**config.mk**
```make
export PLATFORM = sky130hd
export DESIGN_NAME = traffic_sensor_cond
export DESIGN_NICKNAME = d
export VERILOG_FILES = /design/src/rtl/traffic_sensor_cond.sv
export SDC_FILE = /design/constraint.sdc
export NUM_CORES = 1
export LEC_CHECK = 0
export CAP_MARGIN = 20
export CELL_PAD_IN_SITES_DETAIL_PLACEMENT = 2
export CELL_PAD_IN_SITES_GLOBAL_PLACEMENT = 2
export CORE_UTILIZATION = 40
export CTS_BUF_LIST = sky130_fd_sc_hd__clkbuf_8
export CTS_CLUSTER_DIAMETER = 40
export CTS_CLUSTER_SIZE = 14
export DETAILED_ROUTE_END_ITERATION = 7
export GPL_TIMING_DRIVEN = 0
export PLACE_DENSITY = 0.83
export SETUP_SLACK_MARGIN = 0.1
export SYNTH_ARGS = -nofsm -noshare
export SYNTH_HDL_FRONTEND = slang
export SYNTH_SLANG_ARGS = --single-unit
```
**constraint.sdc**
```tcl
create_clock -name c_clk -period 1.3 [get_ports c_clk]
set_input_delay 0.13 -clock c_clk [delete_from_list [all_inputs] [get_ports c_clk]]
set_output_delay 0.13 -clock c_clk [all_outputs]
set_load 0.05 [all_outputs]
```
**src/rtl/traffic_sensor_cond.sv**
```systemverilog
// Input conditioning for the traffic-light FSM: sync, debounce, hold-stretch, parade pulses.
// Optional stuck-sensor timeout is enabled by defining SENSOR_TIMEOUT_EN.
module traffic_sensor_cond #(
    parameter int unsigned DEB_CYCLES     = 4,
    parameter int unsigned HOLD_CYCLES    = 8,
    parameter int unsigned TIMEOUT_CYCLES = 64
) (
    input  logic c_clk,
    input  logic c_rst,
    input  logic c_senA,
    input  logic c_senB,
    input  logic c_pbtn,
    output logic c_TA,
    output logic c_TB,
    output logic c_p,
    output logic c_r,
    output logic c_parade,
    output logic c_fault
);

    localparam int unsigned DW = $clog2(DEB_CYCLES + 1);
    localparam int unsigned HW = (HOLD_CYCLES > 0) ? $clog2(HOLD_CYCLES + 1) : 1;

    localparam logic [0:0] NORMAL = 1'b0;
    localparam logic [0:0] PARADE = 1'b1;

    logic [2:0]    raw;
    logic [2:0]    meta;
    logic [2:0]    sync;
    logic [2:0]    stable;
    logic [2:0]    fall;
    logic [DW-1:0] deb_cnt [3];
    logic [HW-1:0] hold    [2];
    logic [1:0]    present;
    logic [1:0]    force_off;
    logic          btn_prev;
    logic          btn_event;
    logic [0:0]    state;

    assign raw = {c_pbtn, c_senB, c_senA};

    // Fall is flagged on the same edge stable drops, so the hold load overlaps with no gap.
    always_comb begin
        fall = '0;
        for (int unsigned i = 0; i < 3; i++) begin
            fall[i] = (deb_cnt[i] == DW'(DEB_CYCLES)) && stable[i] && !sync[i];
        end
    end

    always_ff @(posedge c_clk or posedge c_rst) begin
        if (c_rst) begin
            meta   <= '0;
            sync   <= '0;
            stable <= '0;
            for (int unsigned i = 0; i < 3; i++) deb_cnt[i] <= '0;
        end else begin
            meta <= raw;
            sync <= meta;
            for (int unsigned i = 0; i < 3; i++) begin
                if (deb_cnt[i] == DW'(DEB_CYCLES)) begin
                    stable[i]  <= sync[i];
                    deb_cnt[i] <= '0;
                end else if (sync[i] != stable[i]) begin
                    deb_cnt[i] <= deb_cnt[i] + 1'b1;
                end else begin
                    deb_cnt[i] <= '0;
                end
            end
        end
    end

`ifdef SENSOR_TIMEOUT_EN
    localparam int unsigned TW = $clog2(TIMEOUT_CYCLES + 1);

    logic [TW-1:0] tcnt [2];
    logic [1:0]    fault;
    logic [1:0]    fault_set;

    always_comb begin
        fault_set = '0;
        for (int unsigned i = 0; i < 2; i++) begin
            fault_set[i] = stable[i] && !fault[i] && (tcnt[i] == TW'(TIMEOUT_CYCLES - 1));
        end
    end

    always_ff @(posedge c_clk or posedge c_rst) begin
        if (c_rst) begin
            fault <= '0;
            for (int unsigned i = 0; i < 2; i++) tcnt[i] <= '0;
        end else begin
            for (int unsigned i = 0; i < 2; i++) begin
                if (!stable[i]) begin
                    tcnt[i]  <= '0;
                    fault[i] <= 1'b0;
                end else if (fault_set[i]) begin
                    tcnt[i]  <= '0;
                    fault[i] <= 1'b1;
                end else if (!fault[i]) begin
                    tcnt[i] <= tcnt[i] + 1'b1;
                end
            end
        end
    end

    // Forcing uses the set condition too, so c_TA drops on the same edge c_fault rises.
    assign force_off = fault | fault_set;
    assign c_fault   = |fault;
`else
    logic unused_cfg;

    assign unused_cfg = |TIMEOUT_CYCLES;
    assign force_off  = '0;
    assign c_fault    = 1'b0;
`endif

    always_ff @(posedge c_clk or posedge c_rst) begin
        if (c_rst) begin
            present <= '0;
            for (int unsigned i = 0; i < 2; i++) hold[i] <= '0;
        end else begin
            for (int unsigned i = 0; i < 2; i++) begin
                if (fall[i] && !force_off[i]) begin
                    hold[i] <= HW'(HOLD_CYCLES);
                end else if (stable[i] || force_off[i]) begin
                    hold[i] <= '0;
                end else if (hold[i] != '0) begin
                    hold[i] <= hold[i] - 1'b1;
                end
                present[i] <= (stable[i] | (hold[i] != '0)) & ~force_off[i];
            end
        end
    end

    assign c_TA = present[0];
    assign c_TB = present[1];

    assign btn_event = stable[2] & ~btn_prev;

    always_ff @(posedge c_clk or posedge c_rst) begin
        if (c_rst) begin
            btn_prev <= 1'b0;
            state    <= NORMAL;
            c_p      <= 1'b0;
            c_r      <= 1'b0;
        end else begin
            btn_prev <= stable[2];
            c_p      <= btn_event && (state == NORMAL);
            c_r      <= btn_event && (state == PARADE);
            if (btn_event) state <= (state == NORMAL) ? PARADE : NORMAL;
        end
    end

    assign c_parade = (state == PARADE);

endmodule

```
; ---- Word level (Yosys, flattened, before mapping)
; Cells that the tools add are included.
; W data, S select, Z words.
[totals]
reg_bits = 32
latch_bits = 0
ram_bits = 0
rom_bits = 0
input_bits = 5
word_cells = 56
n_memories = 0
[op_classes]
add_sub_neg = 5
mul = 0
div = 0
n_lt_le_gt_ge = 0
eq_ne = 6
n_shift = 0
mux = 13
n_bitwise = 5
reduce_logical = 12
[op_table]
columns = operator, n
row1 = $mux W4, 6
row2 = $mux W3, 6
row3 = $add A3 B1 Y3 const B, 3
row4 = $eq A3 B3 Y1 const B, 3
row5 = $reduce_bool A4 Y1, 2
row6 = $sub A4 B1 Y4 const B, 2
row7 = $logic_and A1 B1 Y1, 6
row8 = $reduce_bool A3 Y1, 2
row9 = $ne A1 B1 Y1, 3
row10 = $logic_not A1 Y1, 2
row11 = $not A1 Y1, 2
row12 = $or A1 B1 Y1, 2
row13 = $and A1 B1 Y1, 1
row14 = $mux W1, 1

; ---- Depth between registers and ports, before layout
[logic_depth]
word_depth = 4
mapped_depth = 5

; ---- Worst setup path before layout
; Ideal clock, no wire load.
[synth_timing]
path_type = register -> register
from = register hold[0] in the netlist's numbering
to = register hold[1] in the netlist's numbering
arrival_ns = 1.132
required_ns = 1.213
setup_slack_ns = 0.082
stages_incl_launch_ff = 6
period_less_slack_ns = 1.218
cell_sequence = dfrtp_1 inv_1 ha_1 nor3b_4 nor2b_1 a211oi_2
[synth_via]
elab_chain_cells = 4
elab_cells_between_ends = 6
cone_classes = add/sub (1) / mux (3) / reduce/logical (2)
[synth_lines]
columns = element, line_no
row1 = from (decl), 33  ; logic [HW-1:0] hold [2];
row2 = "from (signal, indexed assignment)", 123  ; hold[i] <= HW'(HOLD_CYCLES);
row3 = "from (signal, indexed assignment)", 127  ; hold[i] <= hold[i] - 1'b1;
row4 = $sub A4 B1 Y4, 127
row5 = $mux W4, 126  ; end else if (hold[i] != '0) begin
row6 = $mux W4, 124  ; end else if (stable[i] || force_off[i]) begin
row7 = $mux W4, 122  ; if (fall[i] && !force_off[i]) begin
; Several ways; a longest one is shown, not always the timed one. The select of a mux whose other input is x is not followed.
; A chain may end at the register's enable or synchronous reset.

; ---- Worst setup path after layout
[layout_timing]
from = register hold[4] in the netlist's numbering
to = register hold[4] in the netlist's numbering
; Same word-level chain as after synthesis.

==> out/qor.csv <==
metric,value,unit
outcome,"complete, but fails checks",
violations,negative setup slack,
asyncSetResetFlopFracSynth,100,%
die_area,3690,sq um
placed_cells_incl_taps,167,
timing.critical_path.cells,inv_2 > ha_4 > nor3b_4 > xnor2_1 > nor2_1,
global_route.usage.met3,5.76,%
static-leakage-power,0.850,nW
wl_per_cell,22.5,um
sum_of_negative_setup_slack,-0.0857,ns
power.share.clock,16.7,%
placed_cell_area,1560,sq um
r2r_slack,-0.06,ns
postSynthRegisterBits,32,
worst_slew_pin_slew,0.716,ns
fin_worst_hold_slack,0.279,ns
max_cap_viol_count,0,
muxShareOfSynthArea,6.90,%
synthesis.instances,113,
worstSetupStartpointType,flop,
synthXorXnorAreaFrac,3.81,%
p_total,5.09,mW
grt_pass1_wl,5970,um
cellPowerDensity,2720,nW/um^2
final_layout_size_suffix_gt1_share,40.4,%
dieHeight,60.7,um
fin_ws,-0.0605,ns
fmax,735,MHz
clock_path_buffers,2,
p_sw,2.06,mW
grt-ovfl-total,0,
critical_path.max_stage_delay,0.43,ns
final_antenna_net_count,0,
max_slew_margin,52.2,%
netlist-cell-type-count,22,
syn2layout_area_growth,35.6,%
drt_wl_total,4270,um
period_share,105,%
synth_enable_flop_cells,0,
post_cts_hold_buffer_count,0,
postSynthAreaPerCell,12.2,sq um
drt_pre_antenna_iters,3,
root_buffer,clkbuf_8,
power.share.switching,40.5,%
cts.clk_slew.worst_paths,0.07,ns
finClkSkew,0.00960,ns
register_share_of_total_power,33.1,%
numCtsBuffers,5,
gr-usage-met2,47.3,%
drt-initial-drc-count,20,
timing.critical_path.fanout_max,4,
global_route.peak_usage_layer,met2,
postSynth.topFlopCell,dfrtp_1,
grt_max_degree,19,
hold_viol_final,0,
antenna_found_initial,0,
post_synthesis_compound_gate_area_fraction,4.54,%
grt_util_met1,25.7,%
ys_seq_area_share,58.1,%
timing_max_transition_violations_final,0,
internal_power,3.02,mW
chipWidth,60.7,um
layout.cell_area.non_filler,1870,sq um
syn-num-nets,126,
worst_hold_path_type,primary input to asynchronous set/reset pin,
antennaDiodeCount,0,
synth_adder_area_share,7.26,%
routed-via-count,960,
pre_cts_slack,-0.0619,ns
final_common_cell,dfrtp_1,
critical_path.reg2reg.startpoint,hold[4],
io_pins,11,
share_comb_of_total_power,50.2,%
crit_required,1.49,ns
synth_area_leaders,"dfrtp_1 (58%), ha_1 (7.3%), xnor2_1 (3.8%)",
numPortBuffers,9,
ir_worst_vdd,1.24,mV
worst_path_max_delay_cell,dfrtp_1,
synthDominantCellAreaShare,58.1,%
clock_sinks,32,
route.detailed.drc,0,
first_global_vias,1106,
worst_r2r_endpoint,hold[4],
tritoncts,yes,
post_layout_nonfiller_instances,190,
total_global_route_track_usage,25.0,%
ys_warn_count,0,
reg2regPathDepth,5,
grt_setup_unrepaired,true,
placeableCoreArea,3150,sq um
finalNetCount,159,
finalSetupViolations,3,
floorplan.initialDensity,43.7,%
cp-end-kind,flop,
routability_driven_placement_congestion_ratio,0.709,
path_class,flop to flop,
arrival,1.55,ns
core.rowCount,20,
dp_hpwl,1960,um
yosys.area_share.simple,14.4,%
routed_via_density,5.05,
finalCoreUtilization,59.3,%
most-common-layout-cells,"dfrtp_1 (32), buf_4 (17), nor2_1 (11)",
synth_top_family_by_area,simple AND/OR/NAND/NOR gates,
cts_h_tree_lvls,2,
synth_area_leader,dfrtp_1,
syn-cell-area,1380,sq um
time_the_final_worst_path_needs_with_i_o_delays_and_setup,1.36,ns
clk_latency,0.29,ns
area by class of cell:
cell class | count | area (sq um)
timing repair buffer | 26 | 238
fill | 304 | 1280
clock buffer | 7 | 96.3
sequential | 32 | 801
inverter | 12 | 45.0
tap | 44 | 55.1
multi-input combinational | 66 | 614
buffer | 3 | 20.0
timing repair:
| item | in CTS | in global routing |
|---|---|---|
| gates resized for setup | 19 | 21 |
| endpoints found under the setup margin | 12 | 18 |
| pin swaps | 4 | 9 |
| setup buffers | 13 | 3 |
kinds of logic (layout without fill, tap and decap cells):
kind of cell | after synthesis | count (layout)
and+or+nand+nor | 34 | 34
other | 1 | 1
DFF | 32 | 32
adders and majority gates | 8 | 8
AOI/OAI and AO/OA | 8 | 8
buffers and inverters | 15 | 48
muxes | 9 | 9
xor gates and xnor gates | 6 | 6
worst max-delay path: cells and delay by family (launching register included):
family | cells | cell delay (ns)
flops | 1 | 0.43
xor+xnor | 1 | 0.12
fa+ha+maj | 1 | 0.14
buf+inv | 1 | 0.10
simple gates | 2 | 0.48
cells in the mapped netlist (2+ instances only):
cell / number
nor3b_4: 2
nand2b_1: 6
a211oi_1: 2
dfrtp_1: 32
nor2_1: 13
inv_1: 12
ha_1: 8
nor2b_1: 2
nand2_1: 4
and3b_1: 2
a211oi_2: 2
nor3_1: 2
o22ai_1: 2
xnor2_1: 6
mux2_2: 4
buf_4: 2
mux2i_1: 5
and2_1: 2
a21oi_1: 2
per-layer routing:
layer / vias to the layer above / share of wire, %
met5: - / 0
met3: 19 / 3.0
li1: 423 / -
met4: 0 / 4.7
met2: 28 / 53
met1: 490 / 39
worst max-delay path by stage:
stage,start,to
2_1_floorplan,hold[1],hold[1]
3_3_place_gp,c_rst,deb_cnt[8]
3_5_place_dp,c_parade,c_parade
4_1_cts,hold[4],hold[7]
5_1_grt,hold[4],hold[4]
6_report,hold[4],hold[4]
sequential cells by signal, indices dropped and copies added (netlist names):
name / cells
deb_cnt: 9
sync: 3
c_p: 1
meta: 3
hold: 8
present: 2
stable: 3
c_parade: 1
btn_prev: 1
c_r: 1
power groups by stage:
stage / clock [mW] / sequential [mW] / combinational (mW)
finish: 0.849 / 1.68 / 2.55
global route: 0.903 / 1.72 / 2.73
CTS: 0.847 / 1.60 / 2.11
detailed placement: 0 / 1.63 / 1.72
global placement: 0 / 1.59 / 1.58
floorplan: 0 / 1.75 / 1.13
No activity file was read; power rests on OpenSTA's default activity.
